===== src/rtl/bus_scenario_sequencer.sv =====
// Scenario-driven stimulus sequencer: runs BURST_LEN lockstep write / read-compare /
// write-verify transactions on the selected ADS bus masters and reports the outcome.
module bus_scenario_sequencer #(
    parameter int NUM_M       = 3,
    parameter int ADDR_W      = 14,
    parameter int DATA_W      = 8,
    parameter int BURST_LEN   = 4,
    parameter int BASE_ADDR   = 1000,
    parameter int ADDR_STRIDE = 4096,
    parameter int SEED        = 100,
    parameter int EN_PULSE    = 2,
    parameter int TIMEOUT     = 64
) (
    input  logic                     clk,
    input  logic                     reset,
    input  logic                     start,
    input  logic [NUM_M+1:0]         state_in,
    output logic [NUM_M-1:0]         m_enable,
    output logic [NUM_M-1:0]         m_read_en,
    output logic [NUM_M*ADDR_W-1:0]  m_addr,
    output logic [NUM_M*DATA_W-1:0]  m_wdata,
    input  logic [NUM_M-1:0]         m_done,
    input  logic [NUM_M*DATA_W-1:0]  m_rdata,
    output logic                     busy,
    output logic                     seq_done,
    output logic                     seq_pass,
    output logic [7:0]               err_cnt,
    output logic                     timeout_flag
);
    localparam int K_W  = (BURST_LEN > 1) ? $clog2(BURST_LEN) : 1;
    localparam int EN_W = $clog2(EN_PULSE + 1);
    localparam int T_W  = $clog2(TIMEOUT + 1);

    typedef enum logic [2:0] {IDLE, ISSUE, WAIT, NEXT, FINISH} state_t;

    state_t             state;
    logic               start_q, start_edge;
    logic [1:0]         op_r;
    logic [NUM_M-1:0]   mask_r, done_seen, done_new, go_mask;
    logic [K_W-1:0]     k, go_k;
    logic               phase, forced, go, go_rd, all_done;
    logic [EN_W-1:0]    en_cnt;
    logic [T_W-1:0]     tmo_cnt;
    logic [7:0]         mis, err_next;
    logic [8:0]         err_sum;

    wire [1:0]       op_in   = state_in[1:0];
    wire [NUM_M-1:0] mask_in = state_in[NUM_M+1:2];

    function automatic logic [NUM_M*ADDR_W-1:0] bus_addr(input logic [K_W-1:0] kk);
        logic [NUM_M*ADDR_W-1:0] v;
        v = '0;
        for (int i = 0; i < NUM_M; i++)
            v[i*ADDR_W +: ADDR_W] = ADDR_W'(BASE_ADDR + i*ADDR_STRIDE + int'(kk));
        return v;
    endfunction

    function automatic logic [NUM_M*DATA_W-1:0] bus_data(input logic [K_W-1:0] kk);
        logic [NUM_M*DATA_W-1:0] v;
        v = '0;
        for (int i = 0; i < NUM_M; i++)
            v[i*DATA_W +: DATA_W] = DATA_W'(SEED + 16*i + int'(kk));
        return v;
    endfunction

    // Read data is checked against m_wdata, which holds the pattern for the current k.
    always_comb begin
        done_new = m_done & mask_r & ~done_seen;
        all_done = ((done_seen | done_new) == mask_r);
        mis = '0;
        for (int i = 0; i < NUM_M; i++)
            if (done_new[i] && phase && m_rdata[i*DATA_W +: DATA_W] != m_wdata[i*DATA_W +: DATA_W])
                mis = mis + 8'd1;
        err_sum  = {1'b0, err_cnt} + {1'b0, mis};
        err_next = err_sum[8] ? 8'hFF : err_sum[7:0];
    end

    // go marks the cycle in which the next transaction's outputs are loaded.
    always_comb begin
        go      = 1'b0;
        go_k    = k;
        go_rd   = 1'b0;
        go_mask = mask_r;
        case (state)
            IDLE: if (start_edge && op_in != 2'd0 && mask_in != '0) begin
                go      = 1'b1;
                go_k    = '0;
                go_rd   = (op_in == 2'd2);
                go_mask = mask_in;
            end
            NEXT: if (op_r == 2'd3 && !phase) begin
                go    = 1'b1;
                go_rd = 1'b1;
            end else if (k != K_W'(BURST_LEN - 1)) begin
                go    = 1'b1;
                go_k  = k + K_W'(1);
                go_rd = (op_r == 2'd2);
            end
            default: ;
        endcase
    end

    always_ff @(posedge clk or negedge reset) begin
        if (!reset) begin
            state        <= IDLE;
            start_q      <= 1'b0;
            start_edge   <= 1'b0;
            op_r         <= '0;
            mask_r       <= '0;
            k            <= '0;
            phase        <= 1'b0;
            forced       <= 1'b0;
            en_cnt       <= '0;
            tmo_cnt      <= '0;
            done_seen    <= '0;
            m_enable     <= '0;
            m_read_en    <= '0;
            m_addr       <= '0;
            m_wdata      <= '0;
            busy         <= 1'b0;
            seq_done     <= 1'b0;
            seq_pass     <= 1'b0;
            err_cnt      <= '0;
            timeout_flag <= 1'b0;
        end else begin
            start_q    <= start;
            start_edge <= start && !start_q && (state == IDLE);
            seq_done   <= 1'b0;
            case (state)
                IDLE: if (start_edge) begin
                    op_r         <= op_in;
                    mask_r       <= mask_in;
                    err_cnt      <= '0;
                    timeout_flag <= 1'b0;
                    seq_pass     <= (op_in == 2'd0);
                    k            <= '0;
                    phase        <= 1'b0;
                    busy         <= 1'b1;
                    forced       <= (op_in == 2'd0) || (mask_in == '0);
                    if (op_in == 2'd0 || mask_in == '0)
                        state <= FINISH;
                end
                ISSUE: begin
                    done_seen <= done_seen | done_new;
                    err_cnt   <= err_next;
                    tmo_cnt   <= tmo_cnt + T_W'(1);
                    if (en_cnt == EN_W'(EN_PULSE)) begin
                        m_enable <= '0;
                        state    <= WAIT;
                    end else begin
                        en_cnt <= en_cnt + EN_W'(1);
                    end
                end
                WAIT: begin
                    done_seen <= done_seen | done_new;
                    err_cnt   <= err_next;
                    tmo_cnt   <= tmo_cnt + T_W'(1);
                    // A done arriving on the expiry edge still wins over the timeout.
                    if (all_done) begin
                        state <= NEXT;
                    end else if (tmo_cnt >= T_W'(TIMEOUT - 1)) begin
                        timeout_flag <= 1'b1;
                        state        <= FINISH;
                    end
                end
                NEXT: if (!go) state <= FINISH;
                FINISH: begin
                    seq_done <= 1'b1;
                    busy     <= 1'b0;
                    if (!forced)
                        seq_pass <= (err_cnt == 8'd0) && !timeout_flag;
                    state <= IDLE;
                end
                default: state <= IDLE;
            endcase
            if (go) begin
                state     <= ISSUE;
                k         <= go_k;
                phase     <= go_rd;
                m_enable  <= go_mask;
                m_read_en <= {NUM_M{go_rd}};
                m_addr    <= bus_addr(go_k);
                m_wdata   <= bus_data(go_k);
                en_cnt    <= EN_W'(1);
                tmo_cnt   <= '0;
                done_seen <= '0;
            end
        end
    end
endmodule


===== config.mk =====
export PLATFORM = sky130hd
export DESIGN_NAME = bus_scenario_sequencer
export DESIGN_NICKNAME = d
export VERILOG_FILES = /design/src/rtl/bus_scenario_sequencer.sv
export SDC_FILE = /design/constraint.sdc
export NUM_CORES = 1
export LEC_CHECK = 0
export CAP_MARGIN = 20
export CORE_ASPECT_RATIO = 0.75
export CORE_MARGIN = 5
export CORE_UTILIZATION = 40
export DETAILED_ROUTE_END_ITERATION = 8
export PLACE_DENSITY_LB_ADDON = 0.08
export REMOVE_ABC_BUFFERS = 1
export SYNTH_ARGS = -nofsm -noshare
export SYNTH_HDL_FRONTEND = slang
export SYNTH_SLANG_ARGS = --single-unit

===== constraint.sdc =====
create_clock -name clk -period 3.31 [get_ports clk]
set_input_delay 0.331 -clock clk [delete_from_list [all_inputs] [get_ports clk]]
set_output_delay 0.331 -clock clk [all_outputs]
set_load 0.005 [all_outputs]

==> impl_metrics.ini <==
[timing]
layout_setup_ws_ns = 0.144
report.final.slew_viol_count = 0
timing.final.crit_share_pct = 95.7
fin_hold_ws_ns = 0.420
fmax_ghz = 0.316
period_needed_ns = 3.17
final-hold-violation-count = 0
timing.final.setup_violations = 0
slew_headroom_pct = 41.1
worst-slew-pin-transition_ns = 0.880
final_setup_tns_ns = 0
skew_ns = 0.0118

[detailed_routing]
detail_route.drc_violations = 0
via_per_inst = 5.06
drt_wl_total_um = 7710
drt-pass1-iter-count = 4
ant_nets = 0
first_iter_violations = 127
vias = 2524
drt-wirelength-per-cell_um = 15.5

[setup_path]
timing.critical_path.fanout_max = 5
critical_path_cell_count = 13
worst-r2r-cell-count = 12
end_kind = flop
critical_path.top_delay_family = adder cells
critPathBufInv = 3
crit_path_start_kind = input port
worst_path_max_delay_cell = sky130_fd_sc_hd__or4_1
crit_type = in -> reg
timing.critical_path.cells = clkdlybuf4s50_1 > or4_1 > o21ai_2 > a41oi_1 > ha_1 > xnor2_1 > ha_1 > fa_2 > a21oi_2 > buf_4 > nand3b_1 > buf_4 > a31oi_1
cp.arrival_ns = 3.31
slowest_delay_ns = 0.54
crit_required_ns = 3.45

[clocking]
htree_num_levels = 2
cts-root-buf = sky130_fd_sc_hd__clkbuf_8
max-clock-path-buffers = 2
clkSlewWorstSetupHoldPaths_ns = 0.09
clkLatencyLatePin_ns = 0.30
tritoncts = yes
clock_sinks = 45
cts_buffers = 5

[layout]
layout.cells.most_common_list = 92 x sky130_fd_sc_hd__clkdlybuf4s50_1, 45 x sky130_fd_sc_hd__dfrtp_1, 28 x sky130_fd_sc_hd__nor2_1, 28 x sky130_fd_sc_hd__nand2_1, 25 x sky130_fd_sc_hd__conb_1
antenna_cells = 0
post_layout_nonfiller_instances = 499
fin_nets = 440
layout.cells.most_common = sky130_fd_sc_hd__clkdlybuf4s50_1
stdcell_area_um2 = 3850
multi_input_gate_area_in_the_final_layout_um2 = 1400
layout.area.seq_um2 = 1130
fill_cells = 705
drive_gt1_share_pct = 9.80
finalCoreUtilization_pct = 52.8
layout-area-overhead-vs-synth_pct = 29.1

[global_route]
antenna_violations_before_repair = 0
grt.total_usage_pct = 16.3
grt_start_max_net_pins = 46
grt_pass1_wl_um = 12100
vias_in_the_first_global_route = 2389
global_route.overflow_total = 0

[logic_synthesis]
synth_enable_flop_cells = 0
post_synth_inst_count = 330
ys_ff_latch = 45
async_reset_ff_share_pct = 100
yosys.cell_types.count = 51
seq_total_area_yosys_pct = 37.7
yosys_warnings = 0
synth_area_um2 = 2990
ys.flop_type = sky130_fd_sc_hd__dfrtp_1
synth_area_per_cell_um2 = 9.05

[place]
dp.final_hpwl_um = 5930
port_buffers = 93
place_worst_setup_slack_ns = -0.303
post_dp_cell_area_um2 = 3700
placed_cells_incl_taps = 487
place_congestion = 0.790

[hold_path]
worst_hold_class = in -> async

[floorplanning]
core_area_um2 = 7300
io_pins = 119
initial_utilization_pct = 40.9
die_width_um = 110
dieHeight_um = 84.8
row_count = 27
fp.dieArea_um2 = 9310

[outcome]
run_status = finished, final reports clean

[pwr]
p_leak_nw = 1.67
power_density_nw_per_um2 = 663
p_total_mw = 2.56
irDropWorstVdd_mv = 0.402

[flow_run]
maxCapViolCount = 0
-- what timing repair did --
action                     4_1_cts  5_1_grt
setup endpoints to repair        0        7
hold endpoints to repair         0        8
hold buffers                     0        1
resized for setup                0        5
buffers inserted                 0        2
-- final timing paths --
path                                         startpoint                       to  slack [ns]
max in group asynchronous                         reset  m_wdata[16]$_DFFE_PN0P_        2.41
worst max register to register  m_wdata[18]$_DFFE_PN0P_   err_cnt[2]$_DFFE_PN0P_        0.15
min in group clk                                  start        start_q$_DFF_PN0_        0.49
worst min register to register         busy$_DFFE_PN0P_         busy$_DFFE_PN0P_        0.50
worst min-delay path                              reset   err_cnt[3]$_DFFE_PN0P_        0.42
worst max-delay path                        m_rdata[10]   err_cnt[2]$_DFFE_PN0P_        0.14
-- sequential cells by signal, indices dropped and copies added (netlist names) --
register,flops
seq_done,1
m_wdata,3
mask_r,3
done_seen,3
start_edge,1
op_r,2
phase,1
err_cnt,8
forced,1
state,3
k,2
tmo_cnt,7
start_q,1
m_read_en,1
en_cnt,2
m_enable,3
timeout_flag,1
busy,1
seq_pass,1
-- metal layers --
metal	wire length, um	part of all wire (%)	up-vias	GRT usage, %
li1	-	-	1216	-
met1	3650	47	1194	24.0
met2	3320	43	109	24.6
met3	693	9.0	5	3.35
met4	48	0.62	0	3.51
met5	0	0	-	0
-- power by group --
part	internal, mW	switching, mW
sequential	0.746	0.249
combinational	0.640	0.559
clock	0.169	0.194
-- synth_stat cells (9+ instances only) --
| library cell | count | area [um2] |
|---|---|---|
| sky130_fd_sc_hd__nand3_1 | 9 | 45.0 |
| sky130_fd_sc_hd__nand2_1 | 28 | 105 |
| sky130_fd_sc_hd__nor2_1 | 28 | 105 |
| sky130_fd_sc_hd__a21oi_1 | 15 | 75.1 |
| sky130_fd_sc_hd__a31oi_1 | 11 | 68.8 |
| sky130_fd_sc_hd__xnor2_1 | 13 | 114 |
| sky130_fd_sc_hd__inv_1 | 9 | 33.8 |
| sky130_fd_sc_hd__o21ai_0 | 12 | 60.1 |
| sky130_fd_sc_hd__nor3_1 | 9 | 45.0 |
| sky130_fd_sc_hd__dfrtp_1 | 45 | 1130 |
| sky130_fd_sc_hd__buf_4 | 65 | 488 |
-- cells by family (layout without fill, tap and decap cells) --
group,count (synthesis),after routing,share of synthesized area (%)
XOR/XNOR,14,14,4.11
multiplexers,3,3,1.17
other,1,25,0.126
AO/OA/AOI/OAI,59,59,12.9
buffers and inverters,84,128,19.1
flip-flops,45,45,37.7
adder cells (fa/ha/maj),8,8,3.60
AND/OR/NAND/NOR,116,116,21.3
-- final cells by class --
| type | count | area share, % |
|---|---|---|
| clock inverters | 2 | 0.357 |
| multi-input cells | 225 | 36.2 |
| repair buffers | 111 | 27.9 |
| inverters | 9 | 0.876 |
| clock buffers | 6 | 2.14 |
| well taps | 101 | 3.28 |
| flip-flops and latches | 45 | 29.2 |
(Power assumes the default switching activity.)
